[src/rtl/conv_fp_share_arb.sv]
// Two-requester scheduler time-sharing one in-order FP convolution core; owner tags ride an in-order FIFO.
// Define CONV_FP_SHARE_ARB_STRICT_PRIO_EN for fixed A-over-B priority (default: round-robin).
module conv_fp_share_arb #(
  parameter int EXP_WIDTH     = 5,
  parameter int FRAC_WIDTH    = 10,
  parameter int WINDOW_WIDTH  = 9,
  parameter int WINDOW_HEIGHT = 1,
  parameter int TAG_DEPTH     = 16,
  localparam int FP_WIDTH     = 1 + EXP_WIDTH + FRAC_WIDTH,
  localparam int CNT_W        = $clog2(TAG_DEPTH) + 1
) (
  input  logic clk_i,
  input  logic rst_i,
  input  logic [WINDOW_HEIGHT-1:0][WINDOW_WIDTH-1:0][FP_WIDTH-1:0] a_window_i,
  input  logic [WINDOW_HEIGHT-1:0][WINDOW_WIDTH-1:0][FP_WIDTH-1:0] a_kernel_i,
  input  logic [15:0] a_col_i,
  input  logic [15:0] a_row_i,
  input  logic        a_valid_i,
  output logic        a_ready_o,
  input  logic [WINDOW_HEIGHT-1:0][WINDOW_WIDTH-1:0][FP_WIDTH-1:0] b_window_i,
  input  logic [WINDOW_HEIGHT-1:0][WINDOW_WIDTH-1:0][FP_WIDTH-1:0] b_kernel_i,
  input  logic [15:0] b_col_i,
  input  logic [15:0] b_row_i,
  input  logic        b_valid_i,
  output logic        b_ready_o,
  output logic [WINDOW_HEIGHT-1:0][WINDOW_WIDTH-1:0][FP_WIDTH-1:0] conv_window_o,
  output logic [WINDOW_HEIGHT-1:0][WINDOW_WIDTH-1:0][FP_WIDTH-1:0] conv_kernel_o,
  output logic [15:0] conv_col_o,
  output logic [15:0] conv_row_o,
  output logic        conv_valid_o,
  input  logic [FP_WIDTH-1:0] conv_data_i,
  input  logic [15:0] conv_col_i,
  input  logic [15:0] conv_row_i,
  input  logic        conv_valid_i,
  output logic [FP_WIDTH-1:0] a_data_o,
  output logic [15:0] a_col_o,
  output logic [15:0] a_row_o,
  output logic        a_valid_o,
  output logic [FP_WIDTH-1:0] b_data_o,
  output logic [15:0] b_col_o,
  output logic [15:0] b_row_o,
  output logic        b_valid_o,
  output logic [CNT_W-1:0] inflight_o,
  output logic        err_o
);
  localparam int PTR_W = $clog2(TAG_DEPTH);

  logic             r_run;
  logic [CNT_W-1:0] r_inflight;
  logic [PTR_W-1:0] r_wr_ptr;
  logic [PTR_W-1:0] r_rd_ptr;
  logic             r_tag_mem [TAG_DEPTH];
  logic             r_err;

  logic w_credit;
  logic w_a_grant;
  logic w_b_grant;
  logic w_issue;
  logic w_empty;
  logic w_pop;
  logic w_owner;

  // r_run keeps both readies low until the first clock edge after reset release.
  assign w_credit = r_run & (r_inflight < CNT_W'(TAG_DEPTH));

`ifdef CONV_FP_SHARE_ARB_STRICT_PRIO_EN
  assign w_a_grant = w_credit & a_valid_i;
  assign w_b_grant = w_credit & b_valid_i & ~a_valid_i;
`else
  logic r_prio;  // 0 = A, 1 = B
  assign w_a_grant = w_credit & a_valid_i & (~r_prio | ~b_valid_i);
  assign w_b_grant = w_credit & b_valid_i & (r_prio | ~a_valid_i);

  always_ff @(posedge clk_i or posedge rst_i) begin
    if (rst_i) begin
      r_prio <= 1'b0;
    end else if (w_a_grant) begin
      r_prio <= 1'b1;
    end else if (w_b_grant) begin
      r_prio <= 1'b0;
    end
  end
`endif

  assign w_issue    = w_a_grant | w_b_grant;
  assign w_empty    = (r_inflight == '0);
  assign w_pop      = conv_valid_i & ~w_empty;
  assign w_owner    = r_tag_mem[r_rd_ptr];
  assign a_ready_o  = w_a_grant;
  assign b_ready_o  = w_b_grant;
  assign inflight_o = r_inflight;
  assign err_o      = r_err;

  // Tag storage carries no reset; only the pointers and count define its contents.
  always_ff @(posedge clk_i) begin
    if (w_issue) begin
      r_tag_mem[r_wr_ptr] <= w_b_grant;
    end
  end

  always_ff @(posedge clk_i or posedge rst_i) begin
    if (rst_i) begin
      r_run         <= 1'b0;
      r_inflight    <= '0;
      r_wr_ptr      <= '0;
      r_rd_ptr      <= '0;
      r_err         <= 1'b0;
      conv_window_o <= '0;
      conv_kernel_o <= '0;
      conv_col_o    <= '0;
      conv_row_o    <= '0;
      conv_valid_o  <= 1'b0;
      a_data_o      <= '0;
      a_col_o       <= '0;
      a_row_o       <= '0;
      a_valid_o     <= 1'b0;
      b_data_o      <= '0;
      b_col_o       <= '0;
      b_row_o       <= '0;
      b_valid_o     <= 1'b0;
    end else begin
      r_run        <= 1'b1;
      conv_valid_o <= w_issue;
      if (w_issue) begin
        conv_window_o <= w_b_grant ? b_window_i : a_window_i;
        conv_kernel_o <= w_b_grant ? b_kernel_i : a_kernel_i;
        conv_col_o    <= w_b_grant ? b_col_i : a_col_i;
        conv_row_o    <= w_b_grant ? b_row_i : a_row_i;
        r_wr_ptr      <= r_wr_ptr + PTR_W'(1);
      end
      a_valid_o <= w_pop & ~w_owner;
      b_valid_o <= w_pop & w_owner;
      if (w_pop & ~w_owner) begin
        a_data_o <= conv_data_i;
        a_col_o  <= conv_col_i;
        a_row_o  <= conv_row_i;
      end
      if (w_pop & w_owner) begin
        b_data_o <= conv_data_i;
        b_col_o  <= conv_col_i;
        b_row_o  <= conv_row_i;
      end
      if (w_pop) begin
        r_rd_ptr <= r_rd_ptr + PTR_W'(1);
      end
      if (conv_valid_i & w_empty) begin
        r_err <= 1'b1;
      end
      r_inflight <= r_inflight + CNT_W'(w_issue) - CNT_W'(w_pop);
    end
  end
endmodule

[config.mk]
export PLATFORM = sky130hd
export DESIGN_NAME = conv_fp_share_arb
export DESIGN_NICKNAME = d
export VERILOG_FILES = /design/src/rtl/conv_fp_share_arb.sv
export SDC_FILE = /design/constraint.sdc
export NUM_CORES = 1
export LEC_CHECK = 0
export BUFFER_PORTS_ARGS = -buffer_cell sky130_fd_sc_hd__clkbuf_2
export CORE_AREA = 5 5 432 434
export CTS_BUF_LIST = sky130_fd_sc_hd__clkbuf_4 sky130_fd_sc_hd__clkbuf_8
export DETAILED_ROUTE_END_ITERATION = 12
export DIE_AREA = 0 0 437 439
export PLACE_DENSITY = 0.33
export SYNTH_ARGS = -nofsm -noshare
export SYNTH_HDL_FRONTEND = slang
export SYNTH_SLANG_ARGS = --single-unit
[constraint.sdc]
create_clock -name clk_i -period 11.6 [get_ports clk_i]
set_input_delay 0 -clock clk_i [delete_from_list [all_inputs] [get_ports clk_i]]
set_output_delay 0 -clock clk_i [all_outputs]
set_load 0.005 [all_outputs]
==> results.toml, run 1 <==
[status]
outcome = "aborted with a tool error"
stop_stage = "4_1_cts"
tool.error = "[ERROR RSZ-0060] Max buffer count reached."

[yosys]
ys.flop_type = "dfrtp_1"
synthesis.area_mm2 = 0.01942
synth-xor-area-share_pct = 0.4510
synth_fa_ha_area_share_pct = 0.8119
ys_seq_area_share_pct = 58.53
ys_async_sr_fraction_pct = 96.45
synthMuxAreaShare_pct = 6.050
synth-compound-area-share_pct = 10.89
synthDistinctLibCells = 42
syn_nets = 2786
ys_warn_count = 0
synth_top_family_by_area = "simple AND/OR/NAND/NOR gates"
syn-mean-instance-area_um2 = 9.331
synth_simple_gate_area_share_pct = 19.90
synth-seq-cells = 451
netlist_instances = 2081
synth-edff-count = 16

[clock_network]
ctsResizeCount = 0
htree_levels = 3
numClockSinks = 451
root_buffer = "clkbuf_8"
hold_buffers = 1124
cts_buffer_depth = 3
cts_setup_buffers = 0
cts_buffers = 94

[placement]
hpwl_mm = 105.3
pre_cts_ws_ns = 7.201
gp_congestion = 0.8968
numPortBuffers = 1119

[die]
io_pins = 1120
die_h_um = 439
num_rows = 157
die_x_um = 437
initial_utilization_pct = 10.65
[cells by family after synthesis]
family,count (synthesis)
XOR/XNOR,10
AND/OR/NAND/NOR,1005
AO/OA/AOI/OAI,335
multiplexers,102
adder cells (fa/ha/maj),12
flip-flops,451
buffers and inverters,165
other,1
[cells in the mapped netlist, types with 3 or more instances]
master    number  area [µm²]
nand2_1      648        2432
dfrtp_1      435       10890
nor2_1       324        1216
a31oi_1      320        2002
clkbuf_1     135       506.7
mux2_2        85       957.2
and2_1        17       106.4
edfxtp_1      16       480.5
ha_1          11       137.6
buf_2          9       45.04
inv_1          9       33.78
mux2_4         9       135.1
xnor2_1        8       70.07
buf_1          6       22.52
mux2i_1        6       60.06
nor2b_1        4       25.02
a21oi_1        3       15.01
[through the flow]
step	instance area (µm²)	util [%]	cells
detailed placement	27640	15.16	5452
global placement	27640	15.16	5452
floorplan	19420	-	2081
==> run 2: changes to the inputs <==
==> config.mk (replaced) <==
export PLATFORM = sky130hd
export DESIGN_NAME = conv_fp_share_arb
export DESIGN_NICKNAME = d
export VERILOG_FILES = /design/src/rtl/conv_fp_share_arb.sv
export SDC_FILE = /design/constraint.sdc
export NUM_CORES = 1
export LEC_CHECK = 0
export BUFFER_PORTS_ARGS = -buffer_cell sky130_fd_sc_hd__clkbuf_2
export CORE_AREA = 5 5 438 440
export DETAILED_ROUTE_END_ITERATION = 12
export DIE_AREA = 0 0 443 445
export PLACE_DENSITY_LB_ADDON = 0.15
export SYNTH_ARGS = -nofsm -noshare
export SYNTH_HDL_FRONTEND = slang
export SYNTH_SLANG_ARGS = --single-unit
==> constraint.sdc (replaced) <==
create_clock -name clk_i -period 15.1 [get_ports clk_i]
set_input_delay 0 -clock clk_i [delete_from_list [all_inputs] [get_ports clk_i]]
set_output_delay 0 -clock clk_i [all_outputs]
set_load 0.005 [all_outputs]
==> results.toml, run 2 <==
[placement]
numPortBuffers = 1119
gp_congestion = 0.8643
dp.cells = 5561
pre_cts_ws_ns = 10.26
hpwl_mm = 101.7
place_area_mm2 = 0.02777

[clock_network]
numClockSinks = 451
cts_setup_buffers = 0
ctsResizeCount = 0
cts_buffer_depth = 3
clock_latency_ns = 0.71
htree_levels = 2
cts_buffers = 61
hold_buffers = 809
cts_tree = "built"
root_buffer = "clkbuf_16"
path_clk_slew_ns = 0.06

[yosys]
synthDistinctLibCells = 42
ys_seq_area_share_pct = 58.53
synth-edff-count = 16
synth-seq-cells = 451
netlist_instances = 2081
ys.flop_type = "dfrtp_1"
synth_top_area_share_pct = 56.06
ys_async_sr_fraction_pct = 96.45
synthesis.area_mm2 = 0.01942
syn_nets = 2786
yosysMostFrequentCell = "nand2_1"
yosys-top-cells-area = "dfrtp_1, nand2_1, a31oi_1"
synth_common_cells = "nand2_1, dfrtp_1, nor2_1, a31oi_1, clkbuf_1"
yosysTopAreaCell = "dfrtp_1"
ys_warn_count = 0
syn-mean-instance-area_um2 = 9.331

[setup_path]
rr_startpoint = "inflight_o[4]"
cp_num_buf_inv = 5
cp_top_family = "buffers and inverters"
path_cells = "nor2b_1 -> nand3_4 -> inv_8 -> buf_4 -> buf_4 -> buf_4 -> nand2_1 -> a31oi_1 -> dlygate4sd3_1"
path_class = "flip-flop to flip-flop"
critical-path-max-stage-delay_ns = 0.81
cp.required_ns = 15.73
worstPathMaxFanout = 115
cpMaxStageDelayCell = "inv_8"
critPathMostFrequentCell = "buf_4"
endpoint_kind = "flip-flop"
startpoint = "inflight_o[4]"
worst_ep_arrival_time_ns = 5.80
start_kind = "flip-flop"
reg2reg_slack_ns = 9.94

[global_route]
antenna_found_initial = 24
grt_pass1_wl_mm = 182.3
grt_usage_pct = 12.76
overflow = 0
first_global_vias = 24150
grt_max_degree = 185

[routing]
postRouteAntennaNets = 0
drt-total-wl_mm = 132.5
post-route-drc-count = 0
vias = 22620
dr.pass1.iters = 8
wire_per_inst_um = 20.39
drt_iter0_markers = 1117
vias_per_cell = 3.482

[finish]
final_util_pct = 20.33
synthToLayoutAreaGrowth_pct = 95.99
drive_above_1_share_pct = 33.63
layout_common_cells = "clkbuf_2, dlygate4sd3_1, nand2_1"
final_common_cell = "clkbuf_2"
nets = 4643
design_area_mm2 = 0.03806
fillCellCount = 21090
largestRegisters = "conv_kernel_o: 144 flops, conv_window_o: 144 flops"
final-instance-count-excl-fill = 6497

[power_and_ir_drop]
swShare_pct = 37.69
p_seq_share_pct = 32.2
p_sw_mw = 2.624
power_mw = 6.961
p_leak_nw = 17.10
p_int_mw = 4.338
p_comb_share_pct = 45.1
ir_drop_mv = 0.1030
power.share.clock_pct = 22.7
power_density_mw_per_mm2 = 182.9

[die]
io_pins = 1120
dieArea_mm2 = 0.1971
die_h_um = 445
initial_utilization_pct = 10.37
die_x_um = 443
core-area_mm2 = 0.1872
num_rows = 159

[status]
outcome = "completed"

[hold_path]
hp-start = "b_window_i[84]"
min_path_type = "input pin to flip-flop"

[timing]
slew_viol_final = 0
relSlewSlack_pct = 22.19
setup_viol = 0
skew_ns = 0.04922
period_minus_slack_ns = 5.165
fin_ws_ns = 9.935
rsz0062_at_grt = "false"
tns_ns = 0
hold_ws_ns = 0.09064
fin_crit_sh_pct = 34.20
tightest_slew_ns = 1.155
fmax_mhz = 193.6
finalHoldViolations = 0

[job]
cap_violations = 0
[run 2: cell counts after synthesis]
No cell type changed its count.
[run 2: path summary, 6_finish.rpt]
kind                       depth (start not counted)                  to
max                                                9   conv_kernel_o[46]
min                                                4   conv_window_o[84]
max reg2reg                                        9   conv_kernel_o[46]
min reg2reg                                        1         a_data_o[0]
max in group asynchronous                          7  conv_kernel_o[112]
min in group asynchronous                          4         b_col_o[14]
[run 2: routing by layer]
| metal | track usage [%] | vias to the layer above | wire length (µm) |
|---|---|---|---|
| met5 | 0 | - | 34 |
| met4 | 5.145 | 4 | 5236 |
| met3 | 4.744 | 149 | 12000 |
| met2 | 20.99 | 760 | 62710 |
| met1 | 15.01 | 10990 | 52520 |
| li1 | - | 10720 | - |
[run 2: area by class of cell]
cell class | count | area [µm²] | area share (%)
Inverter | 12 | 67.56 | 0.1775
Timing Repair Buffer | 1947 | 13880 | 36.47
Antenna cell | 18 | 45.04 | 0.1184
Clock buffer | 85 | 1768 | 4.645
Multi-Input combinational cell | 1465 | 7438 | 19.54
Clock inverter | 24 | 372.9 | 0.9797
Sequential cell | 451 | 11370 | 29.86
Tap cell | 2495 | 3122 | 8.203
[run 2: cell families after synthesis]
family          after synthesis  share of synthesized area (%)
simple gates               1005                          19.90
flops                       451                          58.53
compound gates              335                          10.89
buf+inv                     165                          3.344
mux                         102                          6.050
fa+ha+maj                    12                         0.8118
xor+xnor                     10                         0.4511
other cells                   1                        0.01931
[run 2: power by group through the flow]
| stage | Clock [mW] | Sequential (mW) | Combinational, mW |
|---|---|---|---|
| detailed placement | 0 | 2.26 | 2.47 |
| finish | 1.58 | 2.24 | 3.14 |
| global placement | 0 | 2.26 | 2.48 |
| CTS | 1.66 | 2.25 | 3.21 |
| floorplan | 0 | 2.16 | 1.02 |
| global route | 1.69 | 2.32 | 3.46 |
[run 2: tightest hold or removal path, delay by kind of cell]
family	cells	cell delay [ns]
buffers and inverters	2	0.62
AO/OA/AOI/OAI	1	0.07
AND/OR/NAND/NOR	1	0.05
Power figures use the tool's default switching activity.
